### src/rtl/hazard_ctrl.sv
// Pipeline hazard controller: load-use bubbles, taken-branch flushes and
// multi-cycle mul/div freezes for a 5-stage pipeline, plus a stall counter.
module hazard_ctrl #(
   parameter int unsigned MDU_LATENCY = 4
) (
   input  logic        clk,
   input  logic        rst,
   input  logic [4:0]  Rs1_IF_ID,
   input  logic [4:0]  Rs2_IF_ID,
   input  logic [4:0]  Rd_ID_EXE,
   input  logic        mem_read_ID_EXE,
   input  logic        branch_taken_EXE,
   input  logic        mdu_start_ID_EXE,
   output logic        pc_write,
   output logic        if_id_write,
   output logic        id_exe_write,
   output logic        if_id_flush,
   output logic        id_exe_flush,
   output logic        exe_mem_bubble,
   output logic        mdu_done,
   output logic [15:0] stall_cycles
);

   typedef enum logic [0:0] {
      RUN      = 1'b0,
      MDU_WAIT = 1'b1
   } state_t;

   // The freeze cycle in RUN counts as the first of MDU_LATENCY cycles and
   // the done cycle as the last, so the wait state starts at latency-2.
   localparam logic [3:0] CNT_INIT = 4'(MDU_LATENCY - 32'd2);

   state_t      state_q, state_d;
   state_t      state_eff_s;
   logic [3:0]  cnt_q, cnt_d;
   logic [15:0] stall_cycles_q, stall_cycles_d;
   logic        load_use_s;

   // Load-use hazard: the load in EXE writes a register the ID instruction reads.
   always_comb begin
      load_use_s = mem_read_ID_EXE && (Rd_ID_EXE != 5'd0) &&
                   ((Rd_ID_EXE == Rs1_IF_ID) || (Rd_ID_EXE == Rs2_IF_ID));
   end

   // Hazard decision and next-state logic; while rst is high the RUN rules apply.
   always_comb begin
      pc_write       = 1'b1;
      if_id_write    = 1'b1;
      id_exe_write   = 1'b1;
      if_id_flush    = 1'b0;
      id_exe_flush   = 1'b0;
      exe_mem_bubble = 1'b0;
      mdu_done       = 1'b0;
      state_d        = state_q;
      cnt_d          = cnt_q;
      state_eff_s    = rst ? RUN : state_q;

      case (state_eff_s)
         RUN: begin
            if (mdu_start_ID_EXE) begin
               pc_write       = 1'b0;
               if_id_write    = 1'b0;
               id_exe_write   = 1'b0;
               exe_mem_bubble = 1'b1;
               state_d        = MDU_WAIT;
               cnt_d          = CNT_INIT;
            end else if (branch_taken_EXE) begin
               // A taken branch squashes the ID instruction, so any load-use
               // match against it is irrelevant.
               if_id_flush  = 1'b1;
               id_exe_flush = 1'b1;
               pc_write     = 1'b1;
            end else if (load_use_s) begin
               pc_write     = 1'b0;
               if_id_write  = 1'b0;
               id_exe_flush = 1'b1;
            end else begin
               state_d = RUN;
            end
         end
         MDU_WAIT: begin
            if (cnt_q != 4'd0) begin
               pc_write       = 1'b0;
               if_id_write    = 1'b0;
               id_exe_write   = 1'b0;
               exe_mem_bubble = 1'b1;
               cnt_d          = cnt_q - 4'd1;
            end else begin
               // mdu_start is still high for this same instruction; ignore it.
               mdu_done = 1'b1;
               state_d  = RUN;
            end
         end
         default: begin
            state_d = RUN;
            cnt_d   = 4'd0;
         end
      endcase
   end

   // Stall counter increments on every frozen-PC cycle and saturates.
   always_comb begin
      if (!pc_write && (stall_cycles_q != 16'hFFFF)) begin
         stall_cycles_d = stall_cycles_q + 16'd1;
      end else begin
         stall_cycles_d = stall_cycles_q;
      end
   end

   // State, counter and performance-counter registers with synchronous reset.
   always_ff @(posedge clk) begin
      if (rst) begin
         state_q        <= RUN;
         cnt_q          <= 4'd0;
         stall_cycles_q <= 16'd0;
      end else begin
         state_q        <= state_d;
         cnt_q          <= cnt_d;
         stall_cycles_q <= stall_cycles_d;
      end
   end

   assign stall_cycles = stall_cycles_q;

endmodule

### config.mk
export PLATFORM = sky130hd
export DESIGN_NAME = hazard_ctrl
export DESIGN_NICKNAME = d
export VERILOG_FILES = /design/src/rtl/hazard_ctrl.sv
export SDC_FILE = /design/constraint.sdc
export NUM_CORES = 1
export LEC_CHECK = 0
export ABC_AREA = 0
export CORE_ASPECT_RATIO = 0.6
export CORE_MARGIN = 2
export CORE_UTILIZATION = 40
export CTS_BUF_LIST = sky130_fd_sc_hd__clkbuf_8
export CTS_CLUSTER_SIZE = 40
export DETAILED_ROUTE_END_ITERATION = 7
export DONT_BUFFER_PORTS = 1
export PLACE_DENSITY_LB_ADDON = 0.25
export SYNTH_ARGS = -nofsm -noshare
export SYNTH_HDL_FRONTEND = slang
export SYNTH_SLANG_ARGS = --single-unit
### constraint.sdc
create_clock -name clk -period 2.9 [get_ports clk]
set_clock_uncertainty 0.1 [all_clocks]
set_input_delay 0.435 -clock clk [delete_from_list [all_inputs] [get_ports clk]]
set_output_delay 0.435 -clock clk [all_outputs]
set_load 0.01 [all_outputs]
==> impl_metrics.csv, run 1 <==
group,metric,value,unit
run_status,status,"completed",
power,ir_drop,205,uV
timing,fin_tns_setup,0,ns
timing,report.final.slew_viol_count,0,
die,die_h,47.5,um
clock_network,cts_resized,0,
yosys,avgSynthCellArea,8.20,um2
detailed_routing,num_vias,1093,
cells_and_area,n_antenna_cell,0,
place,place_ws,0.402,ns
setup_path,cp.required,2.37,ns
place,dpl_cell_area,1270,um2
yosys,yosysWarnings,0,
timing,hold_viol,0,
detailed_routing,wirelength,2.73,mm
hold_path,hold_class,"input pin to flip-flop",
timing,rsz0062_at_grt,"false",
detailed_routing,highest_layer,"met3",
place,gp_congestion,0.749,
power,p_leak,0.464,nW
yosys,syn_nets,176,
yosys,ys_seq_area_share,33.3,%
global_route,grt-ovfl-total,0,
detailed_routing,met3WireLength,155,um
timing,setup_viol,0,
clock_network,clkLatencyLatePin,0.25,ns
global_route,grt_usage,15.5,%
clock_network,holdBufCountCts,0,
clock_network,cts_tree,"built",
yosys,synth_seq_cells,21,
cells_and_area,area_growth_syn_to_layout,4.66,%
yosys,synth_top_area_share,33.3,%
timing,setup_ws,0.254,ns
die,fp.coreArea,2950,um2
setup_path,cp-end-kind,"primary output",
clock_network,clock-sinks,21,
cells_and_area,layout.nets,175,
detailed_routing,met1_length,1.32,mm
clock_network,root_buffer,"clkbuf_8",
detailed_routing,wire_per_inst,14.1,um
timing,fin_crit,2.65,ns
detailed_routing,ant_nets,0,
cells_and_area,final_area,1320,um2
die,row_count,15,
yosys,syn_area,1260,um2
timing,finalCritPeriodShare,91.2,%
clock_network,htree_levels,1,
global_route,antenna_found_initial,0,
yosys,synthTopCellsByArea,"dfxtp_1 33%, xor2_1 7.6%, a21oi_1 6.7%",
die,dieWidth,76.5,um
clock_network,clock_path_buffers,2,
timing,worstMarginPinSlew,0.390,ns
setup_path,cp.arrival,2.11,ns
yosys,ys_types,38,
setup_path,worstPathMaxFanout,4,
setup_path,critPathKind,"flip-flop to primary output",
power,power.density,444,nW/um2
yosys,yosysTopAreaCell,"dfxtp_1",
global_route,grt_pass1_wl,4.44,mm
detailed_routing,wl_met2,1.25,mm
setup_path,startpoint_type,"flip-flop",
power,p_total,0.000587,W
job,maxCapViolCount,0,
detailed_routing,dr.pass1.iters,6,
detailed_routing,route.detailed.drc,0,
die,dieArea,3640,um2
clock_network,post-cts-setup-buffer-count,0,
timing,relSlewSlack,74.0,%
timing,timing.fmax,378,MHz
place,portBuffers,0,
global_route,grt_max_degree,28,
die,start_util,42.8,%
detailed_routing,viasPerCell,5.63,
cells_and_area,drive_gt1_share,9.21,%
clock_network,path_clk_slew,0.07,ns
global_route,grt_pass1_vias,958,
die,design.portCount,43,
yosys,synth_cells,154,
clock_network,cts_made_buffers,3,
place,post-dp-hpwl,2.05,mm
detailed_routing,drtIter0Drc,86,
## routing by layer
layer	vias up	track usage [%]
met2	19	27.1
met1	516	18.8
met4	0	1.82
met5	-	0
met3	0	6.98
li1	558	-
## final cells by class
cell class / count / area [um2]
clock inverters: 1 / 3.75
inverters: 4 / 15.0
flip-flops and latches: 21 / 420
well taps: 42 / 52.6
multi-input cells: 122 / 781
clock buffers: 3 / 41.3
repair buffers: 1 / 7.51
fillers: 287 / 1630
## placed cells by master (no fill, tap or decap), types with 2 or more instances in the layout
master / count
ha_1: 2
o21ai_0: 12
and3_1: 4
inv_1: 5
clkbuf_8: 3
o31ai_1: 3
xor2_1: 11
a31o_2: 2
mux2_2: 2
or4_1: 4
mux2i_1: 3
nand3_1: 7
nand4_1: 2
nor2b_1: 3
and2_1: 3
nand2_1: 7
or3_1: 10
nor2_1: 13
a21oi_1: 16
dfxtp_1: 21
nor3_1: 3
## cell usage after synthesis
cell      number
xor2_1        11
and4_4         1
a22oi_1        1
buf_2          1
o21ai_0       12
mux2i_1        3
inv_1          4
and3_1         4
and3_4         1
nor2_1        13
buf_4          2
or3_1         10
nand4_1        2
nor3_1         3
nand3_1        7
or4_1          4
or3b_2         1
nor3b_1        1
mux2_2         2
o31ai_1        3
and2_1         3
a31o_2         2
clkbuf_1       2
nand4b_1       1
or2_2          1
o21a_1         1
o21a_4         1
dfxtp_1       21
ha_1           2
o32ai_1        1
nand3b_1       1
buf_6          2
nor2b_1        3
and2b_1        1
a311o_1        1
a21o_1         1
a21oi_1       17
nand2_1        7
## critical path: stages, from the launching register on
cell,delay (ns)
dfxtp_1,0.33
inv_1,0.06
ha_1,0.21
or3b_2,0.50
mux2i_1,0.31
inv_1,0.17
a21oi_2,0.28
## sequential cells by signal, summed over array words and instances, names as in the netlist
signal	count
cnt_q	4
stall_cycles	16
state_q	1
## power breakdown
group	internal (W)	leakage [nW]	switching [W]	total [W]
combinational	0.0000394	0.267	0.0000526	0.0000920
clock	0.0000941	0.0269	0.0000881	0.000182
sequential	0.000298	0.170	0.0000150	0.000313
## cells by family (layout without fill, tap and decap cells)
family,count (synthesis),after routing,share of synthesized area [%]
mux,5,5,4.16
flops,21,21,33.3
fa+ha+maj,2,2,1.98
simple gates,64,64,28.6
xor+xnor,11,11,7.63
buf+inv,11,9,5.15
compound gates,40,40,19.1
## final timing paths
check,startpoint,endpoint,slack (ns),cells after the start
max,cnt_q[0],if_id_write,0.25,6
min,rst,state_q,0.15,1
max reg2reg,cnt_q[0],stall_cycles[5],0.50,8
min reg2reg,cnt_q[1],cnt_q[1],0.38,2
## through the flow
stage / hold slack, ns / util (%) / std cells
final: 0.148 / 44.8 / 194
after global routing: 0.125 / 44.8 / 194
after CTS: 0.138 / 44.7 / 194
after detailed placement: 0.373 / 43.2 / 190
after global placement: 0.351 / 43.2 / 190
after floorplan: 0.339 / - / 154
Power figures use the tool's default switching activity.
==> inputs of run 2 (changes only) <==
CELL_PAD_IN_SITES_DETAIL_PLACEMENT = 1   (was default)
CELL_PAD_IN_SITES_GLOBAL_PLACEMENT = 1   (was default)
==> impl_metrics.csv, run 2 (synthesis results as in run 1) <==
group,metric,value,unit
run_status,status,"completed",
detailed_routing,viasPerCell,5.74,
power,power.share.combinational,15.5,%
setup_path,critPathKind,"flip-flop to primary output",
clock_network,post-cts-setup-buffer-count,0,
cells_and_area,nFillCells,370,
detailed_routing,wirelength,3.08,mm
setup_path,r2r-start,"cnt_q[0]",
die,start_util,42.8,%
timing,worstMarginPinSlew,0.335,ns
clock_network,htree_levels,1,
clock_network,path_clk_slew,0.07,ns
place,place_ws,0.422,ns
detailed_routing,route.detailed.drc,0,
power,pwr-share-seq,53.1,%
power,intPower,0.000431,W
setup_path,cp.required,2.37,ns
place,portBuffers,0,
cells_and_area,largest_reg_flops,16,
detailed_routing,num_vias,1113,
hold_path,hold_class,"input pin to flip-flop",
hold_path,min-delay-start,"rst",
setup_path,cp.arrival,2.10,ns
clock_network,cts_made_buffers,3,
clock_network,holdBufCountCts,0,
clock_network,clock-sinks,21,
detailed_routing,ant_nets,0,
die,row_count,15,
clock_network,cts_resized,0,
setup_path,cp-end-kind,"primary output",
cells_and_area,final_common_cell,"dfxtp_1",
power,power.switching,0.000159,W
timing,fin_crit,2.63,ns
timing,finalCritPeriodShare,90.9,%
hold_path,holdPathEnd,"stall_cycles[6]",
setup_path,worstPathMaxFanout,4,
hold_path,whs_path_depth,1,
global_route,grt-ovfl-total,0,
global_route,globalRouteMet1Util,21.8,%
power,p_leak,0.464,nW
clock_network,clock_path_buffers,2,
detailed_routing,drtIter0Drc,59,
clock_network,clkLatencyLatePin,0.26,ns
setup_path,startpoint_type,"flip-flop",
die,die_h,47.5,um
place,post-place-cells,190,
timing,setup_viol,0,
timing,report.final.slew_viol_count,0,
timing,holdWs,0.138,ns
power,clockPowerShare,31.4,%
setup_path,reg2reg_slack,0.48,ns
die,dieWidth,76.5,um
timing,hold_viol,0,
power,ir_drop,172,uV
global_route,grt_pass1_vias,1118,
timing,setup_ws,0.265,ns
clock_network,cts_tree,"built",
timing,rsz0062_at_grt,"false",
cells_and_area,regArea,420,um2
global_route,grt_pass1_wl,5.23,mm
power,p_sw_share,26.9,%
job,maxCapViolCount,0,
cells_and_area,area_growth_syn_to_layout,4.66,%
die,design.portCount,43,
global_route,use_met2,33.1,%
global_route,top_usage_layer,"met2",
die,fp.coreArea,2950,um2
cells_and_area,layout.nets,175,
power,p_total,0.000590,W
global_route,grt_max_degree,28,
setup_path,timing.rr.end,"stall_cycles[9]",
detailed_routing,dr.pass1.iters,4,
clock_network,root_buffer,"clkbuf_8",
timing,fin_tns_setup,0,ns
timing,relSlewSlack,77.1,%
die,dieArea,3640,um2
place,gp_congestion,0.748,
timing,timing.fmax,380,MHz
global_route,antenna_found_initial,0,
cells_and_area,stdcell_count,194,
global_route,grt_usage,18.6,%
power,power.density,446,nW/um2
place,post-dp-hpwl,2.37,mm
cells_and_area,layout_common_cells,"21 x dfxtp_1, 16 x a21oi_1, 13 x nor2_1, 12 x o21ai_0, 11 x xor2_1",
detailed_routing,wire_per_inst,15.9,um
cells_and_area,drive_gt1_share,9.21,%
global_route,use_met3,7.55,%
setup_path,reg2regPathDepth,8,
cells_and_area,multi_input_area,781,um2
cells_and_area,n_antenna_cell,0,
==> run 2: per-layer routing <==
layer	wire, um	part of all wire [%]	vias to the layer above
met3	202	6.6	5
met4	29	0.94	0
met5	0	0	-
li1	-	-	551
met2	1410	46	28
met1	1440	47	529
==> run 2: worst max-delay path by stage <==
| stage | endpoint | slack [ns] | cells past startpoint | from |
|---|---|---|---|---|
| 2_1_floorplan | pc_write | 0.40 | 7 | cnt_q[0] |
| 3_3_place_gp | pc_write | 0.49 | 6 | cnt_q[0] |
| 3_5_place_dp | pc_write | 0.42 | 6 | cnt_q[0] |
| 4_1_cts | pc_write | 0.12 | 6 | cnt_q[0] |
| 5_1_grt | if_id_write | 0.1 | 6 | cnt_q[0] |
| 6_report | if_id_write | 0.27 | 6 | cnt_q[0] |
==> run 2: critical path: stages, from the launching register on <==
cell and delay, ns:
dfxtp_1 0.33, inv_1 0.06, ha_1 0.19, or3b_2 0.50, mux2i_1 0.32, inv_1 0.17, a21oi_2 0.27
==> run 2: through the flow <==
stage | area (um2) | util (%)
2_1_floorplan | 1260 | -
3_3_place_gp | 1270 | 43.2
3_5_place_dp | 1270 | 43.2
4_1_cts | 1320 | 44.7
5_1_grt | 1320 | 44.8
6_report | 1320 | 44.8
==> run 2: power by group through the flow <==
stage | sequential [W] | combinational, W | clock, W
floorplan | 0.000314 | 0.0000873 | 0
global placement | 0.000319 | 0.0000870 | 0
detailed placement | 0.000320 | 0.0000910 | 0
CTS | 0.000313 | 0.0000919 | 0.000194
global route | 0.000316 | 0.000104 | 0.000209
finish | 0.000313 | 0.0000912 | 0.000185
==> run 2: final cells by class <==
class,instances,share of cell area [%]
Sequential cell,21,31.8
Clock buffer,3,3.12
Inverter,4,1.14
Tap cell,42,3.98
Multi-Input combinational cell,122,59.1
Timing Repair Buffer,1,0.568
Clock inverter,1,0.284
==> inputs of run 3 (changes only) <==
clock period = 3.1 ns   (was 2.9 ns; I/O delays follow)
==> impl_metrics.csv, run 3 (synthesis results as in run 1) <==
group,metric,value,unit
run_status,status,"completed",
power,power.density,425,nW/um2
die,dieWidth,76.5,um
power,p_leak,0.459,nW
clock_network,path_clk_slew,0.08,ns
global_route,grt-ovfl-total,0,
detailed_routing,wirelength,3.02,mm
detailed_routing,route.detailed.drc,0,
setup_path,cp-end-kind,"primary output",
cells_and_area,area_growth_syn_to_layout,4.66,%
place,post-place-cells,190,
clock_network,root_buffer,"clkbuf_8",
timing,relSlewSlack,69.5,%
die,dieArea,3640,um2
global_route,grt_usage,17.4,%
global_route,grt_pass1_wl,5.11,mm
clock_network,htree_levels,1,
detailed_routing,num_vias,1102,
timing,hold_viol,0,
setup_path,worstPathMaxFanout,4,
cells_and_area,drive_gt1_share,9.21,%
timing,rsz0062_at_grt,"false",
place,post-dp-hpwl,2.29,mm
setup_path,critPathKind,"flip-flop to primary output",
detailed_routing,dr.pass1.iters,4,
clock_network,clkLatencyLatePin,0.26,ns
global_route,grt_pass1_vias,1095,
place,place_ws,0.615,ns
place,portBuffers,0,
die,row_count,15,
die,start_util,42.8,%
cells_and_area,nFillCells,373,
die,design.portCount,43,
clock_network,post-cts-setup-buffer-count,0,
cells_and_area,fin_util,44.8,%
place,gp_congestion,0.732,
cells_and_area,largest_reg_flops,16,
detailed_routing,ant_nets,0,
global_route,use_met3,6.98,%
setup_path,startpoint_type,"flip-flop",
clock_network,cts_tree,"built",
global_route,top_usage_layer,"met2",
global_route,antenna_found_initial,0,
cells_and_area,stdcell_count,194,
timing,fin_crit,2.80,ns
setup_path,reg2reg_slack,0.66,ns
cells_and_area,final_common_cell,"dfxtp_1",
job,maxCapViolCount,0,
timing,holdWs,0.162,ns
clock_network,cts_made_buffers,3,
global_route,grt_max_degree,28,
cells_and_area,layout_common_cells,"21 x dfxtp_1, 17 x a21oi_1, 13 x nor2_1, 12 x o21ai_0, 11 x xor2_1",
cells_and_area,layout.nets,175,
detailed_routing,wire_per_inst,15.5,um
timing,worstMarginPinSlew,0.460,ns
power,ir_drop,241,uV
clock_network,cts_resized,0,
detailed_routing,viasPerCell,5.68,
clock_network,clock-sinks,21,
timing,setup_ws,0.303,ns
global_route,use_met2,30.6,%
timing,report.final.slew_viol_count,0,
clock_network,holdBufCountCts,0,
cells_and_area,n_antenna_cell,0,
die,fp.coreArea,2950,um2
timing,setup_viol,0,
detailed_routing,drtIter0Drc,27,
clock_network,clock_path_buffers,2,
die,die_h,47.5,um
timing,fin_tns_setup,0,ns
hold_path,hold_class,"input pin to flip-flop",
setup_path,cp.required,2.53,ns
setup_path,cp.arrival,2.23,ns
timing,timing.fmax,358,MHz
timing,finalCritPeriodShare,90.2,%
global_route,globalRouteMet1Util,21.9,%
[run 3: area by class of cell]
class | count | area, um2 | area share [%]
Clock buffer | 3 | 41.3 | 3.12
Timing Repair Buffer | 1 | 7.51 | 0.568
Inverter | 4 | 15.0 | 1.14
Sequential cell | 21 | 420 | 31.8
Tap cell | 42 | 52.6 | 3.98
Multi-Input combinational cell | 122 | 777 | 58.8
Clock inverter | 1 | 7.51 | 0.568
[run 3: stage by stage]
stage | total power (W) | cell area [um2]
floorplan | 0.000375 | 1260
detailed placement | 0.000384 | 1270
global placement | 0.000380 | 1270
CTS | 0.000568 | 1320
global route | 0.000600 | 1320
finish | 0.000561 | 1320
[run 3: where the power goes]
part | switching [W] | leakage (nW) | internal [W]
clock | 0.0000935 | 0.0217 | 0.0000907
combinational | 0.0000483 | 0.267 | 0.0000362
sequential | 0.0000141 | 0.170 | 0.000279
[run 3: worst paths after layout]
path                            startpoint               to  cells after the start
worst max-delay path              cnt_q[0]      if_id_write                      6
worst min-delay path                   rst  stall_cycles[6]                      1
worst max register to register    cnt_q[0]  stall_cycles[5]                      8
worst min register to register    cnt_q[1]         cnt_q[1]                      2
[run 3: worst max-delay path: stages, from the launching register on]
cell and delay (ns):
dfxtp_1 0.34, inv_1 0.07, ha_1 0.19, or3b_2 0.49, mux2i_1 0.33, inv_1 0.16
a21oi_1 0.40
[run 3: per-layer routing]
metal	wire length, um	up-vias	share of wire [%]
met5	0	-	0
met4	0	0	0
met3	170	0	5.6
met2	1370	25	46
met1	1470	527	49
li1	-	550	-
